==> config.mk <==
export PLATFORM = sky130hd
export DESIGN_NAME = dma_feeder353
export DESIGN_NICKNAME = d
export VERILOG_FILES = /design/src/rtl/dma353_pkg.sv /design/src/rtl/dma_credit353.sv /design/src/rtl/dma_feeder353.sv
export SDC_FILE = /design/constraint.sdc
export NUM_CORES = 1
export LEC_CHECK = 0
export ABC_AREA = 1
export ABC_CLOCK_PERIOD_IN_PS = 3900
export BUFFER_PORTS_ARGS = -buffer_cell sky130_fd_sc_hd__buf_2
export CAP_MARGIN = 25
export CORE_ASPECT_RATIO = 0.75
export CORE_MARGIN = 4
export CORE_UTILIZATION = 35
export CTS_CLUSTER_SIZE = 24
export DETAILED_ROUTE_END_ITERATION = 16
export PLACE_DENSITY = 0.64
export SLEW_MARGIN = 20
export SYNTH_ARGS = -nofsm -noshare
export SYNTH_HDL_FRONTEND = slang
export SYNTH_SLANG_ARGS = --single-unit
==> constraint.sdc <==
create_clock -name clk -period 3.9 [get_ports clk]
set_input_delay 0 -clock clk [delete_from_list [all_inputs] [get_ports clk]]
set_output_delay 0 -clock clk [all_outputs]
set_load 0.01 [all_outputs]
==> src/rtl/dma353_pkg.sv <==
// Shared definitions for the dma_feeder353 channel: default geometry, trailer marker, FSM states.
package dma353_pkg;

  localparam int unsigned BURST_WORDS_DEF = 16;
  localparam int unsigned FIFO_BURSTS_DEF = 64;
  localparam logic [15:0] PAD_WORD_DEF    = '0;
  localparam logic [15:0] TRAILER_MARK    = 16'hFFFF;

  typedef enum logic [1:0] {
    STREAM,
    PAD,
    TRAILER
  } state_t;

endpackage

==> src/rtl/dma_credit353.sv <==
// Burst credit counter: tracks bursts reserved in the FIFO, saturates at FIFO_BURSTS,
// flags a sticky error on release with no outstanding credit.
module dma_credit353
  import dma353_pkg::*;
#(
  parameter int unsigned FIFO_BURSTS = FIFO_BURSTS_DEF
) (
  input  logic       clk,
  input  logic       clr,
  input  logic       reserve,
  input  logic       burst_rd,
  output logic [6:0] bursts_alloc,
  output logic       err
);

  localparam logic [6:0] ALLOC_MAX = 7'(FIFO_BURSTS);

  always_ff @(posedge clk) begin
    if (clr) begin
      bursts_alloc <= '0;
      err          <= 1'b0;
    end else if (reserve && !burst_rd) begin
      if (bursts_alloc != ALLOC_MAX) bursts_alloc <= bursts_alloc + 7'd1;
    end else if (burst_rd && !reserve) begin
      if (bursts_alloc == '0) err <= 1'b1;
      else                    bursts_alloc <= bursts_alloc - 7'd1;
    end
  end

endmodule

==> src/rtl/dma_feeder353.sv <==
// DMA FIFO feeder: turns a producer word stream into whole padded bursts under burst credit.
// Optional end-of-frame trailer burst enabled by defining DMA_FEEDER_TRAILER_EN.
module dma_feeder353
  import dma353_pkg::*;
#(
  parameter int unsigned BURST_WORDS = BURST_WORDS_DEF,
  parameter int unsigned FIFO_BURSTS = FIFO_BURSTS_DEF,
  parameter logic [15:0] PAD_WORD    = PAD_WORD_DEF
) (
  input  logic        clk,
  input  logic        rst,
  input  logic        en,
  input  logic        src_valid,
  input  logic [15:0] src_data,
  input  logic        src_last,
  output logic        src_ready,
  output logic        we,
  output logic [15:0] di,
  input  logic        burst_rd,
  output logic [6:0]  bursts_alloc,
  output logic        frame_done,
  output logic        err
);

  localparam int unsigned   WW        = $clog2(BURST_WORDS);
  localparam logic [WW-1:0] WLAST     = WW'(BURST_WORDS - 1);
  localparam logic [6:0]    ALLOC_MAX = 7'(FIFO_BURSTS);

`ifdef DMA_FEEDER_TRAILER_EN
  localparam state_t END_STATE = TRAILER;
  logic [31:0] fcount;
`else
  localparam state_t END_STATE = STREAM;
`endif

  state_t        state, state_nxt;
  logic [WW-1:0] wcnt;
  logic          clr, credit_ok, accept, issue, final_wr, reserve, last_wr;
  logic [15:0]   wr_data;

  assign clr = rst || !en;

  dma_credit353 #(.FIFO_BURSTS(FIFO_BURSTS)) u_credit (
    .clk          (clk),
    .clr          (clr),
    .reserve      (reserve),
    .burst_rd     (burst_rd),
    .bursts_alloc (bursts_alloc),
    .err          (err)
  );

  always_ff @(posedge clk) begin
    if (clr) begin
      state      <= STREAM;
      wcnt       <= '0;
      we         <= 1'b0;
      di         <= '0;
      last_wr    <= 1'b0;
      frame_done <= 1'b0;
`ifdef DMA_FEEDER_TRAILER_EN
      fcount     <= '0;
`endif
    end else begin
      state      <= state_nxt;
      we         <= issue;
      last_wr    <= final_wr;
      frame_done <= last_wr;
      if (issue) begin
        di   <= wr_data;
        wcnt <= wcnt + WW'(1);
      end
`ifdef DMA_FEEDER_TRAILER_EN
      // Cleared on the frame's final trailer write so the next frame's first accept counts.
      if (final_wr)    fcount <= '0;
      else if (accept) fcount <= fcount + 32'd1;
`endif
    end
  end

  always_comb begin
    state_nxt = state;
    case (state)
      STREAM:  if (accept && src_last) state_nxt = (wcnt == WLAST) ? END_STATE : PAD;
      PAD:     if (wcnt == WLAST) state_nxt = END_STATE;
      TRAILER: if (issue && wcnt == WLAST) state_nxt = STREAM;
      default: state_nxt = STREAM;
    endcase
  end

  always_comb begin
    credit_ok = (wcnt != '0) || (bursts_alloc < ALLOC_MAX);
    src_ready = !clr && (state == STREAM) && credit_ok;
    accept    = src_valid && src_ready;
    issue     = 1'b0;
    wr_data   = src_data;
    final_wr  = 1'b0;
    case (state)
      STREAM: issue = accept;
      PAD: begin
        issue   = 1'b1;
        wr_data = PAD_WORD;
      end
`ifdef DMA_FEEDER_TRAILER_EN
      TRAILER: begin
        issue = credit_ok;
        if (wcnt == '0)         wr_data = TRAILER_MARK;
        else if (wcnt == WW'(1)) wr_data = fcount[31:16];
        else if (wcnt == WW'(2)) wr_data = fcount[15:0];
        else                     wr_data = '0;
      end
`endif
      default: issue = 1'b0;
    endcase
`ifdef DMA_FEEDER_TRAILER_EN
    final_wr = issue && (state == TRAILER) && (wcnt == WLAST);
`else
    final_wr = issue && (wcnt == WLAST) &&
               ((state == PAD) || (state == STREAM && src_last));
`endif
    reserve = issue && (wcnt == '0);
  end

endmodule

==> impl_metrics.tcl <==
set metrics [dict create \
    comb_power_share_pct 20.2 \
    ctsHoldBuffers 2 \
    power_mw 0.778 \
    synth_ff_type "dfxtp_1" \
    startpoint_type "flop" \
    synth_compound_area_share_pct 19.3 \
    ys_warn_count 0 \
    path_cells "inv_1 > ha_1 > nand3_1 > nand3_4 > nand2_4 > nand3_1 > ha_1 > nand2_1 > nor3_1 > nor2_1 > inv_1 > nand2_1 > nand2_1 > inv_1 > a21oi_1 > nor2_1" \
    max_stage_delay_ps 520 \
    p_leak_nw 0.875 \
    hold_depth 3 \
    synth_area_sq_um 1530 \
    fp.dieH_um 65.2 \
    finalSetupTns_ps 0 \
    netlist_instances 194 \
    cts_setup_buffers 0 \
    pin_count 49 \
    path_max_fanout 33 \
    synth_fp_nets 225 \
    cts_buffers 5 \
    drt_drc_violations_left 0 \
    synth-xor-area-share_pct 2.29 \
    met2_usage_pct 19.0 \
    cp.required_ps 4070 \
    switching_share_pct 28.0 \
    vdd_drop_max_uv 157 \
    cts_resized 0 \
    core_area_sq_um 4130 \
    cts_tree "built" \
    top_usage_layer "met2" \
    fp-row-count 20 \
    async_flop_share_pct 0 \
    clockRootBuffer "clkbuf_8" \
    reg2reg_depth 16 \
    criticalPathCategory "reg -> reg" \
    place_hpwl_mm 2.42 \
    wl_per_cell_um 10.8 \
    clockBufferDepth 2 \
    yosysSeqAreaShare_pct 41.9 \
    finalSetupViolations 0 \
    fin_worst_skew_ps 2.61 \
    grt_max_degree 34 \
    fmax_mhz 344 \
    finalWirelength_mm 3.25 \
    min_path_type "in -> reg" \
    cp.depth 16 \
    htreeDepth 2 \
    syn_area_per_cell_sq_um 7.87 \
    p_seq_share_pct 45.2 \
    met3_usage_pct 3.51 \
    maxSlewHeadroom_pct 75.7 \
    clockPowerShare_pct 34.5 \
    synth.area.mux_share_pct 0 \
    power_density_nw_per_um2 404 \
    yosys.area_share.simple_pct 18.0 \
    gp_congestion 0.860 \
    synth_edf_count 0 \
    slowest_stage "ha_1" \
    grt_usage_pct 12.4 \
    initial_core_util_pct 37.0 \
    vias 1370 \
    fin_cells 301 \
    clk-insertion-delay-late_ps 270 \
    critical-path-top-delay-family "simple AND/OR/NAND/NOR gates" \
    period_share_pct 74.6 \
    portBuffers 48 \
    synth_top_family_by_area "compound AO/OA/AOI/OAI gates" \
    dr.pass1.iters 4 \
    syn_to_final_growth_pct 26.1 \
    layout_min_cycle_time_ps 2910 \
    worst_slew_pin_slew_ps 363 \
    critPathBufInv 3 \
    first_global_vias 1272 \
    grt_pass1_wl_mm 5.58 \
    fp.dieW_um 84.3 \
    crit_arrival_ps 3080 \
    antenna_found_initial 0 \
    status "finished, final reports clean" \
    hold_viol_final 0 \
    intPower_mw 0.560 \
    yosys.area.top_type "dfxtp_1" \
    die-area_sq_um 5500 \
    maxCapViolCount 0 \
    drive_gt1_share_pct 26.0 \
    endpoint_kind "flop" \
    setup_ws_ps 989 \
    yosys_register_bits 32 \
    via_per_inst 4.55 \
    yosysTopAreaCellShare_pct 41.9 \
    clock-sinks 32 \
    nNetsFinal 277 \
    drv_slew 0 \
    placedCellCount 292 \
    synth.distinct_cells 27 \
    clk_pin_slew_ps 60 \
    fillers 428 \
    detail-route-antenna-nets 0 \
    grt_util_met1_pct 16.3 \
    pre_cts_ws_ps 1010 \
    n_antenna_cell 0 \
    detail_route.iter0.violations 61 \
    power_switching_mw 0.218 \
    grt_overflow_total 0 \
    rsz0062_at_grt "false" \
    synth_fa_ha_area_share_pct 7.86 \
    synthTopCellsByArea "dfxtp_1 42%, a21oi_1 9.8%, inv_1 8.6%, o21ai_0 6.9%, ha_1 6.6%" \
]
## Yosys cell counts (3+ instances only)
cell,n
inv_1,35
nand2_2,3
nor2_1,12
o21ai_0,21
nand2_1,15
ha_1,8
o21ai_1,4
nand3_1,4
nor3_1,5
a21oi_1,30
dfxtp_1,32
nand4_1,5
clkbuf_1,3
## final cells by class
type                       instances  area [sq um]  area share, %
tap                               55          68.8           3.57
inverter                          36           135           7.01
multi-input combinational        121           726           37.7
timing repair buffer              50           260           13.5
clock buffer                       7          96.3           5.00
sequential                        32           641           33.2
## sequential cells by signal (all words and copies together), names as in the netlist
register,flops
di,16
frame_done,1
last_wr,1
state,1
u_credit.bursts_alloc,7
u_credit.err,1
wcnt,4
we,1
## power by group through the flow
stage | registers (mW) | clock network [mW] | logic [mW]
6_report | 0.352 | 0.269 | 0.157
2_1_floorplan | 0.363 | 0 | 0.113
3_3_place_gp | 0.359 | 0 | 0.156
3_5_place_dp | 0.359 | 0 | 0.156
4_1_cts | 0.352 | 0.283 | 0.159
5_1_grt | 0.354 | 0.298 | 0.181
## worst min-delay path: cells and delay by family
family | cells | cell delay (ps)
AO/OA/AOI/OAI | 2 | 170
buffers and inverters | 1 | 70
## through the flow
stage	hold WS (ps)	util, %	instance area [sq um]
finish	7.43	46.7	1930
CTS	0.0591	46.7	1930
global placement	282	43.8	1810
detailed placement	288	43.8	1810
floorplan	163	-	1530
global route	29.8	46.7	1930
## cell usage in the layout, fill, tap and decap left out
| master | n |
|---|---|
| inv_1 | 35 |
| fa_1 | 1 |
| nand2_1 | 15 |
| clkbuf_8 | 7 |
| a21oi_1 | 30 |
| nor2_8 | 1 |
| nand4_2 | 1 |
| nand3_2 | 1 |
| nor3b_1 | 1 |
| nand4_1 | 5 |
| ha_1 | 8 |
| xor2_1 | 2 |
| buf_2 | 48 |
| a21o_1 | 1 |
| o21ai_1 | 4 |
| dfxtp_1 | 32 |
| nand2_2 | 3 |
| xnor2_1 | 2 |
| nand3_1 | 4 |
| o21ai_0 | 21 |
| inv_2 | 1 |
| dlygate4sd3_1 | 2 |
| nand2_4 | 1 |
| nor2_1 | 12 |
| nor3_1 | 5 |
| nand3_4 | 1 |
| a31oi_1 | 2 |
## routing by layer
metal	wire, um	part of all wire [%]
met5	0	0
met4	29	0.89
met3	123	3.8
met2	1480	46
met1	1610	50
## logic make-up after synthesis
family | after synthesis
buffers and inverters | 41
DFF | 32
and+or+nand+nor | 50
xor gates and xnor gates | 4
adders and majority gates | 9
AOI/OAI and AO/OA | 58
## worst paths after layout
| kind | from | end | slack [ps] |
|---|---|---|---|
| max reg2reg | wcnt[0]$_SDFFE_PP0N_ | u_credit.bursts_alloc[6]$_SDFFE_PP0P_ | 990 |
| max | wcnt[0]$_SDFFE_PP0N_ | u_credit.bursts_alloc[6]$_SDFFE_PP0P_ | 990 |
| min | src_data[4] | di[4]$_SDFFE_PP0N_ | 7 |
| min reg2reg | last_wr$_SDFF_PP0_ | frame_done$_SDFF_PP0_ | 410 |
No activity file was read; power rests on OpenSTA's default activity.
